$ cat src/rtl/rv_pkg.sv
// Shared rv32 front-end types: data widths, canonical NOP and the fetch entry payload.
package rv_pkg;

  localparam int unsigned XLEN = 32;
  localparam int unsigned ILEN = 32;
  localparam logic [ILEN-1:0] RV_NOP = 32'h0000_0013;

  // One fetched instruction tagged with the PC it was fetched from.
  typedef struct packed {
    logic [XLEN-1:0] pc;
    logic [ILEN-1:0] instr;
  } fetch_entry_t;

  // Clear the two low bits so every fetch address is word aligned.
  function automatic logic [XLEN-1:0] word_align(input logic [XLEN-1:0] addr);
    return addr & ~XLEN'(3);
  endfunction

endpackage

$ cat src/rtl/if_fifo.sv
// Prefetch FIFO of fetch entries; flush beats push and pop, head is read combinationally.
module if_fifo
  import rv_pkg::*;
#(
  parameter int unsigned DEPTH = 4
) (
  input  logic                   clk,
  input  logic                   rst_n,
  input  logic                   push,
  input  logic                   pop,
  input  logic                   flush,
  input  fetch_entry_t           wdata,
  output fetch_entry_t           rdata,
  output logic [$clog2(DEPTH):0] count,
  output logic                   empty,
  output logic                   full
);

  localparam int unsigned PTR_W = $clog2(DEPTH);
  localparam int unsigned CNT_W = PTR_W + 1;

  fetch_entry_t            mem_q [DEPTH];
  logic [PTR_W-1:0]        wptr_q;
  logic [PTR_W-1:0]        rptr_q;
  logic [CNT_W-1:0]        count_q;
  logic                    do_push;
  logic                    do_pop;

  assign empty   = (count_q == '0);
  assign full    = (count_q == CNT_W'(DEPTH));
  assign count   = count_q;
  assign rdata   = mem_q[rptr_q];
  assign do_push = push && !full;
  assign do_pop  = pop && !empty;

  // Storage, pointers and occupancy; pointers wrap naturally since DEPTH is a power of two.
  always_ff @(posedge clk or negedge rst_n) begin
    if (!rst_n) begin
      for (int i = 0; i < int'(DEPTH); i++) begin
        mem_q[i] <= '0;
      end
      wptr_q  <= '0;
      rptr_q  <= '0;
      count_q <= '0;
    end else if (flush) begin
      wptr_q  <= '0;
      rptr_q  <= '0;
      count_q <= '0;
    end else begin
      if (do_push) begin
        mem_q[wptr_q] <= wdata;
        wptr_q        <= wptr_q + PTR_W'(1);
      end
      if (do_pop) begin
        rptr_q <= rptr_q + PTR_W'(1);
      end
      count_q <= count_q + CNT_W'(do_push) - CNT_W'(do_pop);
    end
  end

endmodule

$ cat src/rtl/if_stage.sv
// rv32 instruction-fetch stage: owns the PC, issues credit-limited in-order word fetches,
// buffers responses in a prefetch FIFO and hands them to decode over valid/ready.
// Redirects from execute flush the FIFO and discard responses still in flight.
// Optional macro IF_MISALIGN_CHK_EN: misaligned redirects halt fetch and raise id_misaligned.
module if_stage
  import rv_pkg::*;
#(
  parameter logic [31:0] RESET_PC = 32'h0000_0000,
  parameter int unsigned DEPTH    = 4
) (
  input  logic        clk,
  input  logic        rst_n,
  input  logic        redirect_valid,
  input  logic [31:0] redirect_pc,
  output logic        imem_req,
  output logic [31:0] imem_addr,
  input  logic        imem_gnt,
  input  logic        imem_rvalid,
  input  logic [31:0] imem_rdata,
  output logic        id_valid,
  input  logic        id_ready,
  output logic [31:0] id_instr,
  output logic [31:0] id_pc
`ifdef IF_MISALIGN_CHK_EN
  ,
  output logic        id_misaligned
`endif
);

  localparam int unsigned CNT_W = $clog2(DEPTH) + 1;

  typedef enum logic [1:0] {
    ST_IDLE = 2'd0,
    ST_RUN  = 2'd1
`ifdef IF_MISALIGN_CHK_EN
    ,
    ST_HALT = 2'd2
`endif
  } state_t;

  state_t            state_q;
  logic [XLEN-1:0]   pc_q, pc_d;
  logic [XLEN-1:0]   resp_pc_q, resp_pc_d;
  logic [CNT_W-1:0]  inflight_q, inflight_d;
  logic [CNT_W-1:0]  discard_q, discard_d;
  logic [CNT_W-1:0]  fifo_count;
  logic [CNT_W:0]    credit_used;
  logic              fifo_empty;
  logic              fifo_full;
  logic              gnt_fire;
  logic              resp_push;
  logic              fifo_push;
  logic              fifo_pop;
  logic [XLEN-1:0]   redirect_tgt;
  fetch_entry_t      push_entry;
  fetch_entry_t      head_entry;

`ifdef IF_MISALIGN_CHK_EN
  logic              misaligned_q;
  logic              redirect_mis;
  assign redirect_mis  = redirect_valid && (redirect_pc[1:0] != 2'b00);
  assign id_misaligned = misaligned_q;
`endif

  // Credit: fetches in flight plus buffered words never exceed the FIFO depth.
  assign credit_used  = {1'b0, fifo_count} + {1'b0, inflight_q};
  assign imem_req     = (state_q == ST_RUN) && !redirect_valid &&
                        (credit_used < (CNT_W + 1)'(DEPTH));
  assign imem_addr    = pc_q;
  assign gnt_fire     = imem_req && imem_gnt;
  assign redirect_tgt = word_align(redirect_pc);

  // Responses are kept only once all stale in-flight words have been discarded.
  assign resp_push  = imem_rvalid && (discard_q == '0) && !redirect_valid;
  assign fifo_push  = resp_push && !fifo_full;
  assign fifo_pop   = id_valid && id_ready && !redirect_valid;
  assign push_entry = '{pc: resp_pc_q, instr: imem_rdata};

  assign id_valid = !fifo_empty;
  assign id_instr = head_entry.instr;
  assign id_pc    = head_entry.pc;

  if_fifo #(
    .DEPTH (DEPTH)
  ) u_fifo (
    .clk   (clk),
    .rst_n (rst_n),
    .push  (fifo_push),
    .pop   (fifo_pop),
    .flush (redirect_valid),
    .wdata (push_entry),
    .rdata (head_entry),
    .count (fifo_count),
    .empty (fifo_empty),
    .full  (fifo_full)
  );

  // Next PC, response PC, in-flight and discard counters; redirect overrides everything.
  always_comb begin
    pc_d       = pc_q;
    resp_pc_d  = resp_pc_q;
    discard_d  = discard_q;
    inflight_d = inflight_q + CNT_W'(gnt_fire) - CNT_W'(imem_rvalid);
    if (gnt_fire) begin
      pc_d = pc_q + XLEN'(4);
    end
    if (redirect_valid) begin
      pc_d      = redirect_tgt;
      resp_pc_d = redirect_tgt;
      discard_d = inflight_q - CNT_W'(imem_rvalid);
    end else if (imem_rvalid) begin
      if (discard_q != '0) begin
        discard_d = discard_q - CNT_W'(1);
      end else begin
        resp_pc_d = resp_pc_q + XLEN'(4);
      end
    end
  end

  // Datapath registers.
  always_ff @(posedge clk or negedge rst_n) begin
    if (!rst_n) begin
      pc_q       <= RESET_PC;
      resp_pc_q  <= RESET_PC;
      inflight_q <= '0;
      discard_q  <= '0;
    end else begin
      pc_q       <= pc_d;
      resp_pc_q  <= resp_pc_d;
      inflight_q <= inflight_d;
      discard_q  <= discard_d;
    end
  end

  // Control FSM: one IDLE cycle after reset, then RUN (HALT on a misaligned redirect).
  always_ff @(posedge clk or negedge rst_n) begin
    if (!rst_n) begin
      state_q <= ST_IDLE;
`ifdef IF_MISALIGN_CHK_EN
      misaligned_q <= 1'b0;
`endif
    end else begin
      case (state_q)
        ST_IDLE: state_q <= ST_RUN;
        default: state_q <= state_q;
      endcase
`ifdef IF_MISALIGN_CHK_EN
      if (redirect_valid) begin
        if (redirect_mis) begin
          state_q      <= ST_HALT;
          misaligned_q <= 1'b1;
        end else begin
          state_q      <= ST_RUN;
          misaligned_q <= 1'b0;
        end
      end
`endif
    end
  end

endmodule

$ cat config.mk
export PLATFORM = sky130hd
export DESIGN_NAME = if_stage
export DESIGN_NICKNAME = d
export VERILOG_FILES = /design/src/rtl/rv_pkg.sv /design/src/rtl/if_fifo.sv /design/src/rtl/if_stage.sv
export SDC_FILE = /design/constraint.sdc
export NUM_CORES = 1
export LEC_CHECK = 0
export BUFFER_PORTS_ARGS = -buffer_cell sky130_fd_sc_hd__buf_4
export CELL_PAD_IN_SITES_DETAIL_PLACEMENT = 1
export CELL_PAD_IN_SITES_GLOBAL_PLACEMENT = 2
export CORE_UTILIZATION = 47
export CTS_BUF_LIST = sky130_fd_sc_hd__clkbuf_16
export CTS_CLUSTER_SIZE = 24
export DETAILED_ROUTE_END_ITERATION = 8
export PLACE_DENSITY_LB_ADDON = 0.1
export SLEW_MARGIN = 0
export SYNTH_ARGS = -nofsm -noshare
export SYNTH_HDL_FRONTEND = slang
export SYNTH_HIERARCHICAL = 1
export SYNTH_SLANG_ARGS = --single-unit
export TNS_END_PERCENT = 1
$ cat constraint.sdc
create_clock -name clk -period 5.8 [get_ports clk]
set_input_delay 0.58 -clock clk [delete_from_list [all_inputs] [get_ports clk]]
set_output_delay 0.58 -clock clk [all_outputs]
set_load 0.005 [all_outputs]
==> results.md <==
- Total Nets Final: 1,313
- FF-to-FF setup slack: 2.47 ns
- Fin crit share: 57.5%
- Drt wl/cell: approximately 22 um
- First-pass GRT wire length: 60,700 um
- Bufs on Longest Clock Path: 3
- Hold Path Class: in2async
- Clock root buffer master: clkbuf_16
- Initial Util: between 40% and 50%
- Total gr overflow: 0
- Area of the multi-input gates: 0.00760 mm^2
- Post-DRT Antenna Nets: 0
- CTS Buf Count: 39
- Hold slack final: 0.0722 ns
- Reg2reg path depth: 8
- Final hold violations: 0
- Area leader, netlist: dfrtp_1
- Power Total: 6.64 mW
- Setup_tns: 0 ns
- Worst-Margin Slew: 0.834 ns
- Non-filler cells, final: roughly 1,700
- Post-CTS Resized: 0
- Critical path peak fanout: 26
- Drt initial violations: 386
- Top cells by area, synth: dfrtp_1 50%, mux2_4 22%, mux4_2 8.7%, buf_12 3.4%, xnor2_1 1.6%
- DP HPWL: 23,500 um
- Power Dens Cells: 349 mW/mm^2
- Final instance area: 0.0190 mm^2
- Fmax achieved: 0.300 GHz
- Max-cap check violation count: 0
- CP Launch Type: flip-flop
- Crit Path Class: reg2reg
- Sequential cell area: 0.00827 mm^2
- Drt total wl: 37,200 um
- CTS tree: done
- Place WS: 2.45 ns
- DIE WIDTH: 190 um
- Setup Skew: roughly 0.011 ns
- Req. time, crit path: 6.19 ns
- Area post-placement: 0.0179 mm^2
- # port buffers: 163
- FF-to-FF End: u_fifo/mem_q[128]
- Site Rows: between 60 and 70
- Clk_lat worst skew: 0.52 ns
- Leakage: 8.78 nW
- Yosys reg bits: 330
- Worst EP arrival: 3.73 ns
- Top-area cell type share of the netlist area: between 40 and 50%
- Die height: 190 um
- Setup Viol. Count Final: 0
- Share of layout cells above drive strength 1: 45.4%
- Clk pin slew, worst setup/hold paths: 0.06 ns
- CP startpoint: discard_q[0]
- # clock sinks: 330
- Remaining DRCs: 0
- Vias per std cell: 5.48
- Vias in the first global route: 10,300
- Run status: finished, final reports clean
- Tmin final: around 3.3 ns
- Post-synth ARST share: 100%
- R2r startpoint: discard_q[0]
- Most common cell in the netlist: dfrtp_1
- Post-cts hold buffer count: 0
- Synth-to-Final Area Change: 14.6%
- Final Max Tran Viols: 0
- Top cells by count, synth: 330 x dfrtp_1, 240 x mux2_4, 64 x mux4_2, 30 x nand3_1, 30 x xnor2_1
- Mapped Avg Cell Area: 15.7 um^2
- Primary FF master, synth: dfrtp_1
- RSZ-0062 raised after global routing: false
- Largest net degree at the start of global routing: 142
- Final core occ: a little over half
- Initial antenna violation count: 0
- Post-synth cell types: 54
- Postcts setup bufs: 0
- Max_slew headroom: 44.4%
- Via count: 9,360
- Die area: 0.0361 mm^2
- Maximum VDD drop: about 230 uV
- First-pass DRT Iterations: 4
- Worst setup margin: 2.47 ns
- Fill count: 3,332
- Antenna Cells: 0
- Synth warn: 6
- Cell Area, Synth: 0.0166 mm^2
- Total track usage: 21.4%
- Routability congestion estimate: ~0.70
- Post-synth EDFFs: 0
- CP Capture Type: flip-flop
- Htree depth: 2
- Sequential element share of the synthesized area: 49.8%
- Io pins: 168
- Syn Inst Count: about 1,100
- CORE AREA: around 0.035 mm^2
- Dpl cells: about 1,600
layer usage:
layer  vias up  global-route usage (%)  share of wire [%]
met1      4932                    31.6                 48
li1       4213                       -                  -
met5         -                       0                  0
met2       172                    33.3                 46
met4         0                    4.75                1.6
met3        43                    3.58                4.5
flip-flops by register name (all words and copies together) (netlist names):
register and cells:
u_fifo/mem_q 256, state_q 1, u_fifo/wptr_q 2, resp_pc_q 30, imem_addr 30, u_fifo/rptr_q 2, discard_q 3, u_fifo/count 3
inflight_q 3
cells by family (layout without fill, tap and decap cells):
group / after synthesis / in the layout / synth area share, %
mux: 346 / 346 / 33.2
buf+inv: 78 / 267 / 4.64
flops: 330 / 330 / 49.8
other cells: 2 / 11 / 0.0453
xor+xnor: 48 / 48 / 2.53
simple gates: 173 / 173 / 6.05
compound gates: 59 / 59 / 2.28
fa+ha+maj: 18 / 18 / 1.45
worst max-delay path by stage:
stage | end | slack (ns)
after floorplan | inflight_q[2] | 3.04
after global placement | u_fifo/mem_q[128] | 2.48
after detailed placement | u_fifo/mem_q[128] | 2.45
after CTS | u_fifo/mem_q[128] | 2.46
after global routing | u_fifo/mem_q[128] | 2.26
final | u_fifo/mem_q[128] | 2.47
cell type report:
| cell class | count | share of cell area (%) |
|---|---|---|
| multi-input cells | 655 | 39.9 |
| clock buffers | 39 | 5.13 |
| clock inverters | 29 | 0.908 |
| repair buffers | 179 | 7.17 |
| well taps | 455 | 2.99 |
| inverters | 20 | 0.395 |
| flip-flops and latches | 330 | 43.5 |
worst max-delay path, stage by stage, from the launching register on:
cell and delay [ns]:
dfrtp_1 0.39, inv_1 0.09, ha_1 0.24, nand3b_1 0.30
nor3_1 0.32, nor2b_1 0.32, and3_4 0.63, buf_4 0.53
mux2_1 0.37
power by group:
part           total (mW)  switching, mW  internal [mW]
logic                1.49          0.512          0.980
registers            2.91          0.276           2.64
clock network        2.24          0.936           1.30
cell usage in the layout, fill, tap and decap left out, types with 7 or more instances in the layout:
| master | n |
|---|---|
| mux4_2 | 64 |
| buf_4 | 177 |
| mux2_2 | 23 |
| and3_1 | 18 |
| o21ai_0 | 11 |
| nor3_1 | 14 |
| ha_1 | 16 |
| clkbuf_16 | 39 |
| xnor2_1 | 30 |
| nor2_1 | 25 |
| conb_1 | 11 |
| xor2_1 | 18 |
| dfrtp_1 | 328 |
| nand3_1 | 30 |
| mux2_4 | 240 |
| inv_1 | 31 |
| clkinv_1 | 9 |
| nand2_1 | 23 |
| mux2_1 | 16 |
| a31oi_1 | 7 |
| nand4_1 | 19 |
| a21oi_1 | 16 |
(Power assumes the default switching activity.)
